$ cat src/rtl/ds_tone_gen.sv
// ds_tone_gen: triangle-wave test tone encoded as a 1-bit first-order
// delta-sigma stream, one bit per DIV clocks, with fixed or swept frequency.
module ds_tone_gen #(
    parameter int DIV     = 32,   // clocks per output bit, power of 2, >= 2
    parameter int PHASE_W = 12,   // phase accumulator width
    parameter int DWELL   = 256   // sample periods per sweep step, power of 2
) (
    input  logic       clk,
    input  logic       rst_n,
    input  logic       en,
    input  logic       sweep,
    input  logic [5:0] freq_word,
    input  logic [1:0] amp,
    output logic       ds_out,
    output logic       sample_stb,
    output logic [5:0] step_idx,
    output logic       sweep_wrap
);

    localparam int DCW = (DIV > 1) ? $clog2(DIV) : 1;
    localparam int DWW = (DWELL > 1) ? $clog2(DWELL) : 1;
    localparam int TW  = PHASE_W - 1;   // triangle magnitude width
    localparam int AW  = PHASE_W + 1;   // modulator sum width
    localparam logic [AW-1:0] HALF = AW'(2 ** (PHASE_W - 2));

    typedef enum logic [1:0] {IDLE, FIXED, SWEEP} state_t;

    state_t                 state, state_nxt;
    logic [DCW-1:0]         div_cnt;
    logic [DWW-1:0]         dwell_cnt;
    logic [PHASE_W-1:0]     phase;
    logic signed [AW-1:0]   acc;

    logic                   tick;
    logic                   sweep_entry;
    logic [5:0]             inc;
    logic [TW-1:0]          tri_val;
    logic signed [TW-1:0]   s_val, x_val;
    logic signed [AW-1:0]   x_ext, v_val, acc_nxt;

    // Mode register: remembers last cycle's mode so SWEEP entry can be seen.
    always_ff @(posedge clk or negedge rst_n) begin
        if (!rst_n) state <= IDLE;
        else        state <= state_nxt;
    end

    // Mode decode, strobe timing and the modulator datapath.
    always_comb begin
        state_nxt   = IDLE;
        if (en) state_nxt = sweep ? SWEEP : FIXED;
        tick        = (state_nxt != IDLE) && (div_cnt == DCW'(DIV - 1));
        sweep_entry = (state_nxt == SWEEP) && (state != SWEEP);
        inc         = (state_nxt == SWEEP) ? step_idx : freq_word;
        // Fold the upper half of the phase to get a rising/falling ramp.
        tri_val     = phase[PHASE_W-1] ? ~phase[TW-1:0] : phase[TW-1:0];
        // Subtracting half scale in TW bits is just an MSB flip.
        s_val       = {~tri_val[TW-1], tri_val[TW-2:0]};
        x_val       = s_val >>> amp;
        x_ext       = {{(AW - TW){x_val[TW-1]}}, x_val};
        v_val       = acc + x_ext;
        acc_nxt     = v_val[AW-1] ? (v_val + HALF) : (v_val - HALF);
    end

    // Divider, phase/modulator update and sweep stepping.
    always_ff @(posedge clk or negedge rst_n) begin
        if (!rst_n) begin
            div_cnt    <= '0;
            dwell_cnt  <= '0;
            phase      <= '0;
            acc        <= '0;
            ds_out     <= 1'b0;
            sample_stb <= 1'b0;
            sweep_wrap <= 1'b0;
            step_idx   <= '0;
        end else if (state_nxt == IDLE) begin
            div_cnt    <= '0;
            dwell_cnt  <= '0;
            phase      <= '0;
            acc        <= '0;
            ds_out     <= 1'b0;
            sample_stb <= 1'b0;
            sweep_wrap <= 1'b0;
        end else begin
            sample_stb <= tick;
            sweep_wrap <= 1'b0;
            div_cnt    <= tick ? '0 : div_cnt + DCW'(1);
            if (tick) begin
                // Modulator reads the pre-increment phase.
                phase  <= phase + {{(PHASE_W - 6){1'b0}}, inc};
                acc    <= acc_nxt;
                ds_out <= ~v_val[AW-1];
            end
            if (state_nxt == FIXED) begin
                step_idx <= freq_word;
            end else if (sweep_entry) begin
                step_idx  <= 6'd1;
                dwell_cnt <= '0;
            end else if (tick) begin
                if (dwell_cnt == DWW'(DWELL - 1)) begin
                    dwell_cnt <= '0;
                    if (step_idx == 6'd63) begin
                        step_idx   <= 6'd1;   // step 0 would be a DC tone
                        sweep_wrap <= 1'b1;
                    end else begin
                        step_idx <= step_idx + 6'd1;
                    end
                end else begin
                    dwell_cnt <= dwell_cnt + DWW'(1);
                end
            end
        end
    end

endmodule

$ cat config.mk
export PLATFORM = sky130hd
export DESIGN_NAME = ds_tone_gen
export DESIGN_NICKNAME = d
export VERILOG_FILES = /design/src/rtl/ds_tone_gen.sv
export SDC_FILE = /design/constraint.sdc
export NUM_CORES = 1
export LEC_CHECK = 0
export ABC_AREA = 1
export ABC_CLOCK_PERIOD_IN_PS = 8200
export CAP_MARGIN = 20
export CORE_ASPECT_RATIO = 1.1
export CORE_UTILIZATION = 30
export CTS_CLUSTER_SIZE = 40
export DETAILED_ROUTE_END_ITERATION = 10
export SLEW_MARGIN = 20
export SYNTH_ARGS = -nofsm -noshare
export SYNTH_HDL_FRONTEND = slang
export SYNTH_SLANG_ARGS = --single-unit
$ cat constraint.sdc
create_clock -name clk -period 8.2 [get_ports clk]
set_input_delay 0.82 -clock clk [delete_from_list [all_inputs] [get_ports clk]]
set_output_delay 0.82 -clock clk [all_outputs]
set_load 0.05 [all_outputs]
Word level (Yosys, flattened, before mapping):

Cells that the tools add are included.

* bits in registers: 49
* input bits: 12
* output and inout bits: 9
* logic and storage cells: 68

* add/sub/neg operators: 7
* eq/ne operators: 7
* shift-type cells: 1
* multiplexer cells: 30
* bitwise operators: 4
* reduce and logical (&&, ||, !) cells: 10

Operator list (number)
* two-way mux 8 bit: 5
* two-way mux 13 bit: 3
* two-way mux 6 bit: 6
* two-way mux 12 bit: 2
* adder 13 x 11 -> 13 bit: 1
* adder 13 x 11 -> 13 bit, second input constant: 1
* subtractor 13 x 11 -> 13 bit, second input constant: 1
* adder 12 x 6 -> 12 bit: 1
* two-way mux 11 bit: 1
* inverter 11 bit: 1
* >>> shifter 11 x 2 -> 11 bit: 1
* two-way mux 5 bit: 2
* two-way mux 1 bit: 9
* nonzero test 3 bit: 3
* adder 8 x 1 -> 8 bit, second input constant: 1
* equality test 8 bit, second input constant: 1
* adder 6 x 1 -> 6 bit, second input constant: 1
* equality test 6 bit, second input constant: 1
* adder 5 x 1 -> 5 bit, second input constant: 1
* equality test 5 bit, second input constant: 1
* two-way mux 2 bit: 2
* != test 2 bit, second input constant: 2
* nonzero test 2 bit: 2
* inverter 1 bit: 3
* 6 further kinds: 7

Logic depth before layout (Yosys ltp):

Gate-level depths: netlist of the first run.

* depth in word-level cells: 9
* mapped depth: 19
* mapped depth without buffers: 18

Least setup slack after synthesis of the first run:

OpenSTA, ideal clock, no wires.

* path type: input to register
* start: input port amp[0]
* end: register acc[11]
* data arrival time: 3.272 ns
* setup slack: 4.807 ns
* stages on the path: 14
* path buffers: 1
* cells stage by stage: inv_1 -> buf_2 -> o21ai_0 -> a21oi_1 -> a21oi_1 -> ha_1 -> fa_1 -> nand3_1 -> nand3_1 -> nand3_1 -> nand4_1 -> and2_1 -> fa_1 -> a22o_1

* word-level cells in the longest chain between the ends: 6
* elaborated cells on any way between the ends: 7

Ends and longest elaborated chain
* start, declared: RTL line 13 `input logic [1:0] amp,`
* >>> shifter 11 x 2 -> 11 bit *: RTL line 58 `x_val = s_val >>> amp;`
* adder 13 x 11 -> 13 bit *: RTL line 60 `v_val = acc + x_ext;`
* subtractor 13 x 11 -> 13 bit or adder 13 x 11 -> 13 bit (tied branches): RTL line 61 `acc_nxt = v_val[AW-1] ? (v_val + HALF) : (v_val - HALF);`
* two-way mux 13 bit *: RTL line 61
* two-way mux 13 bit *: RTL line 87 `if (tick) begin`
* two-way mux 13 bit *: RTL line 75 `end else if (state_nxt == IDLE) begin`
* end signal, assigned: RTL line 90 `acc <= acc_nxt;`
* end, declared: RTL line 32 `logic signed [AW-1:0] acc;`

Mark *: on every way between the ends. The rest lies on a longest branch, timed or not. The select of a mux whose other input is x is not followed.
A chain may end at the register's enable or synchronous reset.

Worst setup path after layout of the first run:

* start: input port amp[1]
* end: register acc[11]

Same word-level chain as after synthesis.

==> results of run 1 <==
cells in the mapped netlist (2+ instances only):
master | count | area share [%]
nand3_1 | 33 | 4.5
nand2_1 | 176 | 18
buf_2 | 3 | 0.41
clkbuf_1 | 2 | 0.20
buf_6 | 3 | 0.92
o211ai_1 | 2 | 0.41
fa_1 | 3 | 1.6
nand2_4 | 5 | 1.5
o21ai_1 | 3 | 0.41
nand2_2 | 2 | 0.34
inv_4 | 2 | 0.34
xor2_1 | 9 | 2.2
xnor2_1 | 6 | 1.4
a22o_1 | 4 | 0.96
nand4_1 | 5 | 0.85
nor2_4 | 2 | 0.61
nor2_1 | 29 | 3.0
inv_2 | 6 | 0.61
inv_1 | 53 | 5.4
a21oi_1 | 23 | 3.1
ha_1 | 23 | 7.9
dfrtp_1 | 49 | 33
mux2i_1 | 3 | 0.82
buf_4 | 2 | 0.41
o21ai_0 | 41 | 5.6
o22ai_1 | 4 | 0.68
nor3_1 | 4 | 0.55
a21boi_0 | 3 | 0.61
worst reg2reg max path: cells and delay by family (launching register included):
| family | cells | cell delay [ps] |
|---|---|---|
| and+or+nand+nor | 9 | 1010 |
| adders and majority gates | 2 | 830 |
| DFF | 1 | 740 |
| AOI/OAI and AO/OA | 3 | 650 |
| buffers and inverters | 2 | 210 |
flip-flops by register name, indices dropped and copies added (netlist names):
name	count
step_idx	6
phase	12
state	2
dwell_cnt	8
div_cnt	5
ds_out	1
sweep_wrap	1
acc	13
sample_stb	1
area by class of cell:
| cell class | instances | area share, % |
|---|---|---|
| Clock inverter | 3 | 1.11 |
| Inverter | 61 | 5.63 |
| Timing Repair Buffer | 21 | 4.88 |
| Tap cell | 150 | 4.52 |
| Sequential cell | 49 | 29.5 |
| Clock buffer | 5 | 3.01 |
| Multi-Input combinational cell | 392 | 51.3 |
power breakdown:
part | total, mW | internal (mW) | switching, mW
logic | 0.122 | 0.0415 | 0.0808
clock network | 0.240 | 0.145 | 0.0955
registers | 0.265 | 0.252 | 0.0138
total | 0.628 | 0.438 | 0.190
stage by stage:
step | worst slack [ps] | cell area (µm²) | power [mW]
3_5_place_dp | 4030 | 3980 | 0.392
2_1_floorplan | 4810 | 3660 | 0.350
5_1_grt | 4060 | 4150 | 0.662
4_1_cts | 4340 | 4150 | 0.638
3_3_place_gp | 4150 | 3980 | 0.390
6_report | 4340 | 4150 | 0.628
per-layer routing:
metal	vias up	GRT usage, %
li1	1692	-
met1	1508	20.1
met2	67	22.9
met3	9	2.55
met4	0	3.85
met5	-	0
how the worst min path moves through the flow:
stage                 endpoint        from  cells after the start
global placement    div_cnt[0]  div_cnt[0]                      1
CTS                 div_cnt[0]  div_cnt[0]                      1
floorplan           div_cnt[0]  div_cnt[0]                      1
detailed placement  div_cnt[0]  div_cnt[0]                      1
finish              div_cnt[0]  div_cnt[0]                      1
global route        div_cnt[0]  div_cnt[0]                      1
cell families (layout without fill, tap and decap cells):
kind of cell | Yosys count | count (layout) | share of synthesized area, %
adders and majority gates | 26 | 26 | 9.49
muxes | 3 | 3 | 0.820
and+or+nand+nor | 262 | 262 | 30.9
DFF | 49 | 49 | 33.5
AOI/OAI and AO/OA | 86 | 86 | 13.4
xor gates and xnor gates | 15 | 15 | 3.59
buffers and inverters | 71 | 90 | 8.33
==> run summary, run 1 <==
DRC violations left -> 0
Critical path origin -> amp[1]
Cell family with most CP delay -> adder cells
Final TNS setup -> 0 ps
CTS sink cnt -> 49
Clock Skew -> 9.26 ps
Row Count -> 41
CTS tree -> built
Max H-tree Level -> 2
WP data required -> 8390 ps
Slew HR -> 55.3%
Max-cap check violation count -> 0
Synth Cell Area -> 0.00366 mm²
Cell mode on critical path -> nand3_1
Core Area -> 0.0117 mm²
Synth unique cells -> 40
RSZ-0062 raised after global routing -> false
Critical Path AT -> 4050 ps
Fmax -> 0.259 GHz
DR top layer -> met4
Status -> finished clean
DP HPWL -> 6.35 mm
Worst setup SP type -> primary input
Synth async-reset ratio -> 100%
Syn_area_per_cell -> 7.16 µm²
Clock buffer depth -> 2
GR Util All Layers -> 14.5%
Crit end category -> flip-flop
Hold Slack -> 463 ps
DIE AREA -> 0.0127 mm²
Routed Antenna Nets -> 0
Synth Net Count -> 550
Setup bufs post-CTS -> 0
Fin crit share -> 47.0%
Post-synthesis register bit count -> 49
I/O Pins -> 21
GP Congestion -> 0.886
Vias per inst -> 4.81
Hold Fails Final Rpt -> 0
Reg2reg end -> acc[11]
Worst-Skew Late Latency -> 290 ps
Met2 wire len -> 3.79 mm
Sequential area share after synthesis -> 33.5%
Port bufs -> 20
Clk root buf -> clkbuf_16
Register Area -> 0.00123 mm²
M1 wire length -> 4.19 mm
Final setup fails -> 0
Pwr dens -> 151 mW/mm²
Nets -> 568
Pleak -> 2.17 nW
Reg-to-Reg Start -> phase[11]
Critical-path maximum fanout -> 13
TritonCTS Buffers -> 5
Syn Inst Count -> 512
Worst stage delay on the critical path -> 600 ps
Critical path depth -> 14
Die Y-Extent -> 118 µm
First-pass GRT wire length -> 14.8 mm
Critical path class -> primary input to flip-flop
DRT Pass-1 Iters -> 5
Number of flops mapped to enable cells by yosys -> 0
R2R Setup Slk -> 4660 ps
Worst Setup EP -> acc[11]
Cells on worst reg2reg path -> 16
Slew Limit Fails -> 0
Total grt overflow -> 0
Dpl cells -> 673
Most common cell after layout, fill and taps aside -> nand2_1
DR vias -> 3276
Area grow syn2layout -> 13.4%
Crit-path slowest cell -> clkdlybuf4s50_1
Iteration-0 DRC count of the detailed router -> 204
Final wirelength -> 8.50 mm
Diode count -> 0
Most frequent cells in the layout -> nand2_1 (176), inv_1 (53), dfrtp_1 (49), o21ai_0 (41), nand3_1 (33)
Initial antenna violation count -> 0
Clock-pin slew on the worst setup and hold paths -> 70 ps
DR WL/cell -> 12.5 µm
Vias in the first global route -> 3180
Hold/Removal Path Class -> flip-flop to flip-flop
Worst ir drop on vdd -> 0.125 mV
Yosys warns -> 0
# hold bufs at CTS -> 0
Layout cells sized above 1 -> 5.84%
Largest net degree at the start of global routing -> 50
Minimum clock period -> 3860 ps
Horiz. Die Dim -> 107 µm
Fillcell total -> 1243
CP Cell Sequence -> clkdlybuf4s50_1, inv_1, o21ai_0, a21oi_1, a21oi_1, ha_1, fa_1, nand3_1, nand3_1, nand3_1, nand4_1, and2_1, fa_1, a22o_1
Layout Cells excl Fill -> 681
Resize count post-CTS -> 0
Synth Flop Type -> dfrtp_1
Area of the multi-input gates -> 0.00213 mm²
Starting Density -> 31.3%
Tightest Pin Transition -> 670 ps
Util after Layout -> 35.5%
Met3 wire length -> 418 µm
Buf/Inv on CP -> 2
(Power assumes the default switching activity.)
==> run 2, diff against run 1 <==
--- a/config.mk
+++ b/config.mk
@@ -6,7 +6,7 @@
 export NUM_CORES = 1
 export LEC_CHECK = 0
 export ABC_AREA = 1
-export ABC_CLOCK_PERIOD_IN_PS = 8200
+export ABC_CLOCK_PERIOD_IN_PS = 3900
 export CAP_MARGIN = 20
 export CORE_ASPECT_RATIO = 1.1
 export CORE_UTILIZATION = 30
==> constraint.sdc (replaced) <==
create_clock -name clk -period 3.9 [get_ports clk]
set_input_delay 0.39 -clock clk [delete_from_list [all_inputs] [get_ports clk]]
set_output_delay 0.39 -clock clk [all_outputs]
set_load 0.05 [all_outputs]
==> run 2 against run 1 <==
Compared with the run above: the run now ends with hold timing left; combinational power is 110% higher; clock power is 120% higher; register-to-register slack got worse by 4100 ps; first-iteration DRC count down 25%; utilization grew 0.36 points; non-clock buffer count up 5.
==> run summary, run 2 (synthesized netlist as in run 1, its figures left out) <==
Total grt overflow -> 0 (unchanged)
# hold bufs at CTS -> 0 (unchanged)
Status -> finished, violations left
Biggest regs -> acc: 13 flops, phase: 12 flops, dwell_cnt: 8 flops
Core Area -> 0.0117 mm² (unchanged)
Pleak -> 2.20 nW (+1.3%)
Failing checks -> hold timing
Starting Density -> 31.3% (unchanged)
Fin crit share -> 88.8%
Largest net degree at the start of global routing -> 36 (-28%)
Horiz. Die Dim -> 107 µm (unchanged)
Setup bufs post-CTS -> 0 (unchanged)
Buf/Inv on CP -> 2 (unchanged)
Fillcell total -> 1221 (-1.8%)
Clock power share -> 38.9% (+0.7 points)
Worst-Skew Late Latency -> 290 ps (about the same)
Slew HR -> 63.4% (+8.1 points)
Pint -> 0.938 mW (+110%)
Sw Share -> 29.6% (-0.65 points)
Clock buffer depth -> 2 (unchanged)
GP Congestion -> 0.894 (+0.87%)
Critical path depth -> 13 (-1)
CP Cell Sequence -> clkdlybuf4s50_1, inv_1, mux2i_1, a21oi_1, ha_1, fa_1, nand3_1, nand3_1, nand3_1, nand4_1, and2_1, fa_1, a22o_1
Crit end category -> flip-flop
Most common cell after layout, fill and taps aside -> nand2_1
Iteration-0 DRC count of the detailed router -> 154 (-25%)
Max H-tree Level -> 2 (unchanged)
Worst setup SP type -> primary input
RSZ-0062 raised after global routing -> false
Hold/Removal Path Class -> primary input to asynchronous set/reset pin
DR WL/cell -> 12.5 µm (+0.45%)
Max-cap check violation count -> 0 (unchanged)
Critical path class -> primary input to flip-flop
P_sw -> 0.395 mW (+110%)
Initial antenna violation count -> 0 (unchanged)
Register Area -> 0.00123 mm² (unchanged)
Critical-path maximum fanout -> 14 (+1)
CTS tree -> built
Worst ir drop on vdd -> 0.216 mV (+73%)
Final setup fails -> 0 (unchanged)
Nets -> 573 (+0.88%)
Dpl cells -> 678 (+0.74%)
Worst stage delay on the critical path -> 500 ps (-100 ps)
Final wirelength -> 8.60 mm (+1.2%)
Die Y-Extent -> 118 µm (unchanged)
Util after Layout -> 35.9% (+0.36 points)
Cell mode on critical path -> nand3_1
DRC violations left -> 0 (unchanged)
Cells on worst reg2reg path -> 13 (-3)
Layout cells sized above 1 -> 6.72% (+0.88 points)
Tightest Pin Transition -> 549 ps (-121 ps)
Most flop-heavy register -> acc
Port bufs -> 20 (unchanged)
Layout Cells excl Fill -> 686 (+0.73%)
Area grow syn2layout -> 14.5%
Hold Fails Final Rpt -> 5 (+5)
Cell family with most CP delay -> adder cells
TritonCTS Buffers -> 5 (unchanged)
Crit-path slowest cell -> clkdlybuf4s50_1
GR Util All Layers -> 14.7% (+0.23 points)
Clock Skew -> 5.96 ps (-3.29 ps)
Clk root buf -> clkbuf_16
Vias per inst -> 4.83 (+0.30%)
Fmax -> 0.289 GHz
Clock-pin slew on the worst setup and hold paths -> 70 ps (about the same)
First-pass GRT wire length -> 14.9 mm (+0.88%)
Area of the multi-input gates -> 0.00213 mm² (unchanged)
Routed Antenna Nets -> 0 (unchanged)
I/O Pins -> 21 (unchanged)
Resize count post-CTS -> 0 (unchanged)
Seq pwr share -> 41.8% (-0.5 points)
DP HPWL -> 6.51 mm (+2.6%)
Largest register FFs -> 13 (unchanged)
Slew Limit Fails -> 0 (unchanged)
Hold Slack -> -0.415 ps (-463 ps)
Pwr dens -> 318 mW/mm² (+110%)
Gate power share -> 19.3% (-0.2 points)
Row Count -> 41 (unchanged)
Final TNS setup -> 0 ps (unchanged)
DIE AREA -> 0.0127 mm² (unchanged)
WP data required -> 4080 ps (-4310 ps)
DR vias -> 3310 (+1.0%)
DRT Pass-1 Iters -> 4 (-1)
Diode count -> 0 (unchanged)
Most frequent cells in the layout -> nand2_1 (176), inv_1 (53), dfrtp_1 (49), o21ai_0 (41), nand3_1 (33)
Minimum clock period -> 3460 ps
Vias in the first global route -> 3252 (+2.3%)
Critical Path AT -> 3640 ps (-410 ps)
CTS sink cnt -> 49 (unchanged)
run 2: cell types whose count changed in the layout (fill, tap and decap cells not counted):
cell	delta
buf_4	+5
clkinv_4	-1
clkbuf_8	+1
run 2: worst paths after layout:
kind / startpoint / end / slack (ps)
min in group clk: div_cnt[0] / div_cnt[0] / 470
min reg2reg: div_cnt[0] / div_cnt[0] / 470
max in group asynchronous: rst_n / div_cnt[4] / 3110
min: rst_n / phase[8] / -0.4
max: amp[0] / acc[11] / 440
max reg2reg: phase[11] / acc[11] / 560
run 2: final cells by class:
cell class	instances	area share, %
Multi-Input combinational cell	392	50.8
Sequential cell	49	29.2
Timing Repair Buffer	26	5.72
Inverter	61	5.58
Tap cell	150	4.47
Clock buffer	6	3.31
Clock inverter	2	0.894
run 2: worst register-to-register path: stages, from the launching register on:
cell     delay, ps
dfrtp_1        500
buf_4          240
xor2_1         170
mux2i_1        180
a21oi_1         90
ha_1           240
fa_1           450
nand3_1        120
nand3_1        110
nand3_1        120
nand4_1        110
and2_1         190
fa_1           470
a22o_1         240
run 2: metrics by stage:
step	worst slack, ps	cell area, µm²	power [mW]	hold slack (ps)
2_1_floorplan	848	3660	0.735	94.4
3_3_place_gp	332	4020	0.821	325
3_5_place_dp	227	4020	0.824	332
4_1_cts	480	4200	1.35	11.9
5_1_grt	201	4200	1.41	23.8
6_report	438	4200	1.33	-0.415
run 2: power groups by stage:
stage / clock network, mW / logic [mW] / registers, mW
CTS: 0.532 / 0.260 / 0.557
global route: 0.558 / 0.287 / 0.561
detailed placement: 0 / 0.258 / 0.566
global placement: 0 / 0.254 / 0.566
finish: 0.518 / 0.257 / 0.557
floorplan: 0 / 0.123 / 0.612
run 2: metal layers:
layer	part of all wire (%)	routed length (µm)	up-vias	GRT usage (%)
li1	-	-	1719	-
met1	47	4070	1507	18.7
met2	46	3990	70	24.2
met3	4.3	373	14	2.82
met4	1.9	166	0	6.08
met5	0	0	-	0
==> run 3, diff against run 2 <==
--- a/config.mk
+++ b/config.mk
@@ -16,3 +16,4 @@
 export SYNTH_ARGS = -nofsm -noshare
 export SYNTH_HDL_FRONTEND = slang
 export SYNTH_SLANG_ARGS = --single-unit
+export TNS_END_PERCENT = 20
==> results of run 3 <==
Same layout as run 2: the final DEF is identical, and so are final timing and power.
